--- config.mk ---
export PLATFORM = sky130hd
export DESIGN_NAME = bf_uart_io_flat
export DESIGN_NICKNAME = d
export VERILOG_FILES = /design/src/rtl/bf_uart_io_if.sv /design/src/rtl/bf_uart_io.sv /design/src/flat_wrapper.sv
export SDC_FILE = /design/constraint.sdc
export NUM_CORES = 1
export LEC_CHECK = 0
export CELL_PAD_IN_SITES_DETAIL_PLACEMENT = 0
export CELL_PAD_IN_SITES_GLOBAL_PLACEMENT = 1
export CORE_UTILIZATION = 45
export DETAILED_ROUTE_END_ITERATION = 8
export PLACE_DENSITY = 0.69
export SYNTH_ARGS = -nofsm -noshare
export SYNTH_HDL_FRONTEND = slang
export SYNTH_SLANG_ARGS = --single-unit
--- constraint.sdc ---
create_clock -name clk -period 3.45 [get_ports clk]
set_input_delay 0.69 -clock clk [delete_from_list [all_inputs] [get_ports clk]]
set_output_delay 0.69 -clock clk [all_outputs]
set_load 0.02 [all_outputs]
--- src/rtl/bf_uart_io_if.sv ---
// bfcpu io port: one request/ack handshake carrying a byte in each direction.
interface bf_uart_io_if;
  logic       io_req;
  logic       io_dir;
  logic [7:0] io_wdata;
  logic       io_ack;
  logic [7:0] io_rdata;

  modport master (output io_req, io_dir, io_wdata, input  io_ack, io_rdata);
  modport slave  (input  io_req, io_dir, io_wdata, output io_ack, io_rdata);
endinterface

--- src/rtl/bf_uart_io.sv ---
// UART console on the bfcpu io port: io writes send one 8N1 frame, io reads
// block until the RX FIFO holds a byte and then return the oldest one.
module bf_uart_io #(
  parameter int unsigned CLK_HZ        = 50000000,
  parameter int unsigned BAUD          = 115200,
  parameter int unsigned RX_FIFO_DEPTH = 16,
  parameter logic        DIR_WRITE     = 1'b1
) (
  input  logic        clk,
  input  logic        rst,
  bf_uart_io_if.slave io,
  input  logic        uart_rx,
  output logic        uart_tx,
  output logic        rx_overrun
);
  localparam int unsigned DIV = CLK_HZ / BAUD;
  localparam int CW = $clog2(DIV);
  localparam int AW = $clog2(RX_FIFO_DEPTH);
  localparam logic [CW-1:0] CNT_BIT  = CW'(DIV - 1);
  localparam logic [CW-1:0] CNT_HALF = CW'(DIV / 2 - 1);

  typedef enum logic [1:0] {IDLE, WR_WAIT, RD_WAIT, ACK} io_st_t;
  io_st_t st, st_nxt;

  logic tx_start, pop;

  // ---------------- TX ----------------
  logic          tx_busy;
  logic [CW-1:0] tx_cnt;
  logic [3:0]    tx_left;
  logic [8:0]    tx_sh;
  logic          tx_idle;

  // Idle already on the edge that completes the stop bit, so a queued
  // write starts its frame with no gap.
  assign tx_idle = !tx_busy || (tx_cnt == '0 && tx_left == 4'd0);

  always_ff @(posedge clk or posedge rst) begin
    if (rst) begin
      tx_busy <= 1'b0;
      tx_cnt  <= '0;
      tx_left <= 4'd0;
      tx_sh   <= '1;
      uart_tx <= 1'b1;
    end else if (tx_start) begin
      tx_busy <= 1'b1;
      tx_cnt  <= CNT_BIT;
      tx_left <= 4'd9;
      tx_sh   <= {1'b1, io.io_wdata};
      uart_tx <= 1'b0;
    end else if (tx_busy) begin
      if (tx_cnt != '0) tx_cnt <= tx_cnt - CW'(1);
      else if (tx_left == 4'd0) tx_busy <= 1'b0;
      else begin
        uart_tx <= tx_sh[0];
        tx_sh   <= {1'b1, tx_sh[8:1]};
        tx_left <= tx_left - 4'd1;
        tx_cnt  <= CNT_BIT;
      end
    end
  end

  // ---------------- RX ----------------
  logic          rx_s1, rx_s2, rx_prev, rx_busy, rx_push;
  logic [CW-1:0] rx_cnt;
  logic [3:0]    rx_bit;   // 0 = start, 1..8 = data, 9 = stop
  logic [7:0]    rx_sh;

  assign rx_push = rx_busy && rx_cnt == '0 && rx_bit == 4'd9 && rx_s2;

  always_ff @(posedge clk or posedge rst) begin
    if (rst) begin
      rx_s1   <= 1'b1;
      rx_s2   <= 1'b1;
      rx_prev <= 1'b1;
      rx_busy <= 1'b0;
      rx_cnt  <= '0;
      rx_bit  <= 4'd0;
      rx_sh   <= '0;
    end else begin
      rx_s1   <= uart_rx;
      rx_s2   <= rx_s1;
      rx_prev <= rx_s2;
      if (!rx_busy) begin
        if (rx_prev && !rx_s2) begin
          rx_busy <= 1'b1;
          rx_cnt  <= CNT_HALF;
          rx_bit  <= 4'd0;
        end
      end else if (rx_cnt != '0) begin
        rx_cnt <= rx_cnt - CW'(1);
      end else begin
        rx_cnt <= CNT_BIT;
        // a start bit that is high again at mid-bit was a glitch
        if (rx_bit == 4'd0 && rx_s2) rx_busy <= 1'b0;
        else if (rx_bit == 4'd9) rx_busy <= 1'b0;
        else begin
          if (rx_bit != 4'd0) rx_sh <= {rx_s2, rx_sh[7:1]};
          rx_bit <= rx_bit + 4'd1;
        end
      end
    end
  end

  // ---------------- RX FIFO ----------------
  logic [7:0]  mem [RX_FIFO_DEPTH];
  logic [AW:0] wptr, rptr;
  logic        empty, full, push_ok;

  assign empty   = (wptr == rptr);
  assign full    = (wptr[AW] != rptr[AW]) && (wptr[AW-1:0] == rptr[AW-1:0]);
  assign push_ok = rx_push && (!full || pop);

  always_ff @(posedge clk)
    if (push_ok) mem[wptr[AW-1:0]] <= rx_sh;

  always_ff @(posedge clk or posedge rst) begin
    if (rst) begin
      wptr        <= '0;
      rptr        <= '0;
      rx_overrun  <= 1'b0;
      io.io_rdata <= 8'h00;
    end else begin
      if (push_ok) wptr <= wptr + 1'b1;
      if (pop) begin
        io.io_rdata <= mem[rptr[AW-1:0]];
        rptr        <= rptr + 1'b1;
      end
      if (rx_push && full && !pop) rx_overrun <= 1'b1;
    end
  end

  // ---------------- IO FSM ----------------
  always_ff @(posedge clk or posedge rst)
    if (rst) st <= IDLE;
    else     st <= st_nxt;

  always_comb begin
    st_nxt = st;
    case (st)
      IDLE:
        if (io.io_req) begin
          if (io.io_dir == DIR_WRITE) st_nxt = tx_idle ? ACK : WR_WAIT;
          else                        st_nxt = empty ? RD_WAIT : ACK;
        end
      WR_WAIT: if (tx_idle) st_nxt = ACK;
      RD_WAIT: if (!empty)  st_nxt = ACK;
      ACK:     if (!io.io_req) st_nxt = IDLE;
      default: st_nxt = IDLE;
    endcase
  end

  always_comb begin
    tx_start = 1'b0;
    pop      = 1'b0;
    case (st)
      IDLE:
        if (io.io_req) begin
          if (io.io_dir == DIR_WRITE) tx_start = tx_idle;
          else                        pop      = !empty;
        end
      WR_WAIT: tx_start = tx_idle;
      RD_WAIT: pop      = !empty;
      default: ;
    endcase
  end

  assign io.io_ack = (st == ACK);
endmodule

--- src/flat_wrapper.sv ---
// flat-port wrapper written by rule: the top's interface ports become plain ports
module bf_uart_io_flat 
#(
  parameter int unsigned CLK_HZ        = 50000000,
  parameter int unsigned BAUD          = 115200,
  parameter int unsigned RX_FIFO_DEPTH = 16,
  parameter logic        DIR_WRITE     = 1'b1
)
  (clk, rst, uart_rx, uart_tx, rx_overrun, io_io_req, io_io_dir, io_io_wdata, io_io_ack, io_io_rdata);
  bf_uart_io_if io_i ();
  input  logic clk;
  input  logic rst;
  input  logic uart_rx;
  output logic uart_tx;
  output logic rx_overrun;
  input wire logic [$bits(io_i.io_req)-1:0] io_io_req;
  input wire logic [$bits(io_i.io_dir)-1:0] io_io_dir;
  input wire logic [$bits(io_i.io_wdata)-1:0] io_io_wdata;
  output wire logic [$bits(io_i.io_ack)-1:0] io_io_ack;
  output wire logic [$bits(io_i.io_rdata)-1:0] io_io_rdata;
  assign io_i.io_req = io_io_req;
  assign io_i.io_dir = io_io_dir;
  assign io_i.io_wdata = io_io_wdata;
  assign io_io_ack = io_i.io_ack;
  assign io_io_rdata = io_i.io_rdata;
  bf_uart_io #(.CLK_HZ(CLK_HZ), .BAUD(BAUD), .RX_FIFO_DEPTH(RX_FIFO_DEPTH), .DIR_WRITE(DIR_WRITE)) u_core (.clk(clk), .rst(rst), .io(io_i), .uart_rx(uart_rx), .uart_tx(uart_tx), .rx_overrun(rx_overrun));
endmodule
==> impl_metrics.tcl <==
set metrics [dict create \
    synth_xor_area_frac 0.0223 \
    slew_headroom 0.500 \
    drc 0 \
    antenna_found_initial 0 \
    grt_max_degree 70 \
    status "finished clean" \
    synth_seq_area_share 0.677 \
    ctsResizeCount 0 \
    synthAdderAreaFrac 0.0243 \
    worst_ep_required_time_ns 3.59 \
    die_w_um 137 \
    synth_flop_cell "edfxtp_1" \
    drtAntennaViolNets 0 \
    gr-total-overflow 0 \
    hold_path.class "flop to flop" \
    crit_arrival_ns 3.14 \
    nFillCells 1457 \
    dr.pass1.iters 5 \
    period_share 0.868 \
    async_flop_share 0.350 \
    dieArea_mm2 0.0189 \
    dr_total_vias 4508 \
    core_area_mm2 0.0180 \
    max_cap_viol_count 0 \
    skew_ns 0.0123 \
    syn-num-nets 556 \
    port_buffers 23 \
    setup-tns-final_ns 0 \
    clockBufferDepth 2 \
    grt_pass1_vias 4516 \
    syn_avg_cell_area_um2 15.7 \
    rows 49 \
    clock_latency_ns 0.43 \
    synth_top_family_by_area "multiplexers" \
    postCtsSetupBuffers 0 \
    endpoint_kind "flop" \
    die_y_um 137 \
    setup_viol 0 \
    cts_tree "yes" \
    cp-start-kind "flop" \
    gp_congestion 0.772 \
    track_usage 0.186 \
    p_leak_nw 3.42 \
    maxSlewViolCount 0 \
    yosys_warnings 0 \
    synth_seq_cells 197 \
    rsz0062_at_grt "no" \
    crit_type "flop to flop" \
    start_util 0.459 \
    cts-buffers-inserted 17 \
    synth_compound_area_frac 0.0600 \
    area_delta_synth_final_pct 14.7 \
    synth_edf_count 128 \
    synth.cell_area_mm2 0.00825 \
    ir_worst_vdd_uv 354 \
    n_antenna_cell 0 \
    ios 24 \
    power_mw 4.97 \
    synthDistinctLibCells 58 \
    cts.sinks 197 \
    cts_hold_buf 0 \
    crit_path_max_fanout 9 \
    finalCriticalPeriod_ns 3.00 \
    grt_pass1_wl_um 25100 \
    drive_gt1_frac 0.215 \
    path_clk_slew_ns 0.07 \
    via_per_inst 5.53 \
    synthSimpleGateAreaFrac 0.0782 \
    synthCells 527 \
    final-hold-violation-count 0 \
    cts-root-buf "clkbuf_16" \
    yosys-mux-area-fraction 0.119 \
    tightest_slew_ns 0.744 \
    routedWlPerCell_um 19.6 \
    utilization 0.527 \
    first_iter_violations 394 \
    post-dp-hpwl_um 10500 \
    power_density_mw_per_mm2 525 \
    wl_um 16000 \
    layout.nets 602 \
    htreeDepth 4 \
    max_freq_ghz 0.334 \
]
stage by stage:
step / worst slack [ns] / area [um^2] / cells / hold slack [ns]
2_1_floorplan: 0.291 / 8250 / 527 / 0.345
6_report: 0.454 / 9460 / 815 / 0.356
4_1_cts: 0.423 / 9460 / 815 / 0.359
3_3_place_gp: 0.523 / 8870 / 783 / 0.348
5_1_grt: 0.232 / 9460 / 815 / 0.360
3_5_place_dp: 0.448 / 8870 / 783 / 0.348
cell usage after synthesis, types with 2 or more instances:
master     instances  area [um^2]
nor2_1            28          105
o31ai_1            3         22.5
mux2_2            18          203
xnor2_1           11         96.3
a21oi_1            9         45.0
mux4_2            32          721
edfxtp_1         128         3840
nor3_1             9         45.0
buf_1              6         22.5
inv_1             18         67.6
clkbuf_1           8         30.0
o21ai_0           11         55.1
dfrtp_1           57         1430
nor4_1             5         31.3
xor2_1            10         87.6
nand3b_1           2         15.0
o2bb2ai_1          2         17.5
buf_2              3         15.0
ha_1              16          200
dfstp_2           12          315
mux2i_1            6         60.1
a31oi_1            4         25.0
a41oi_1            2         17.5
nand2b_1           6         37.5
nand4_1            5         31.3
and2_1             3         18.8
or3_1              2         12.5
nand3_1            6         30.0
a22oi_1           22          165
nor2b_1            4         25.0
or2_2              2         12.5
nand2_1           44          165
or4_1              2         15.0
o22ai_1            3         18.8
a311oi_1           2         17.5
and4_1             4         35.0
power by group:
group / leakage [nW] / switching (mW) / internal (mW)
sequential: 2.03 / 0.0916 / 2.57
combinational: 1.10 / 0.184 / 0.163
clock: 0.296 / 0.848 / 1.11
sequential cells by signal (all words and copies together) (netlist names), 4 cells and up:
signal and count:
u_core.rx_cnt 9, u_core.rx_bit 4, u_core.tx_cnt 9, u_core.wptr 5, u_core.rx_sh 8, u_core.mem 128, u_core.io.io_rdata 8, u_core.rptr 5
u_core.tx_left 4, u_core.tx_sh 8
final timing paths:
path,from,to,slack [ns],cells after the start
setup / recovery,u_core.rx_cnt[0],u_core.mem[3][3],0.45,8
hold / removal,u_core.rx_s1,u_core.rx_s2,0.36,0
setup reg to reg,u_core.rx_cnt[0],u_core.mem[3][3],0.45,8
hold reg to reg,u_core.rx_s1,u_core.rx_s2,0.36,0
max in group asynchronous,rst,u_core.tx_sh[5],2.44,3
min in group asynchronous,rst,u_core.rx_cnt[8],0.68,3
cells in the final DEF, fill, tap and decap left out, types with 5 or more instances in the layout:
master | netlist | routed
mux2i_1 | 6 | 6
inv_1 | 18 | 17
edfxtp_1 | 128 | 128
nand2_1 | 44 | 44
nand2b_1 | 6 | 6
nand4_1 | 5 | 5
xnor2_1 | 11 | 11
dfstp_2 | 12 | 12
clkdlybuf4s50_1 | 0 | 23
xor2_1 | 10 | 10
nor2_1 | 28 | 28
dfrtp_1 | 57 | 56
nor4_1 | 5 | 5
a22oi_1 | 22 | 22
nand3_1 | 6 | 6
mux4_2 | 32 | 32
mux2_2 | 18 | 18
buf_4 | 1 | 23
ha_1 | 16 | 16
clkbuf_16 | 0 | 19
a21oi_1 | 9 | 9
nor3_1 | 9 | 9
o21ai_0 | 11 | 11
kinds of logic (layout without fill, tap and decap cells):
logic type | after synthesis | in the layout
xor+xnor | 21 | 21
buf+inv | 38 | 97
mux | 56 | 56
compound gates | 69 | 69
simple gates | 130 | 130
fa+ha+maj | 16 | 16
flops | 197 | 197
cell type report:
type,instances,area (um^2),area share
Sequential cell,197,5590,0.590
Multi-Input combinational cell,292,2510,0.265
Clock buffer,23,502,0.0530
Timing Repair Buffer,47,423,0.0447
Tap cell,229,287,0.0303
Clock inverter,9,90.1,0.00952
Inverter,18,67.6,0.00714
critical path: stages (launching register included):
cell      delay, ns
dfrtp_1        0.42
inv_1          0.07
ha_1           0.19
or2b_2         0.34
or4_1          0.55
a311oi_4       0.53
nand2_1        0.21
nor3_1         0.19
buf_4          0.20
routing by layer:
metal / part of all wire / vias up / track usage
li1: - / 2114 / -
met1: 0.46 / 2290 / 0.256
met2: 0.49 / 83 / 0.292
met3: 0.035 / 21 / 0.0364
met4: 0.018 / 0 / 0.0696
met5: 0 / - / 0
Note: power is estimated with default switching activity, not from simulation.
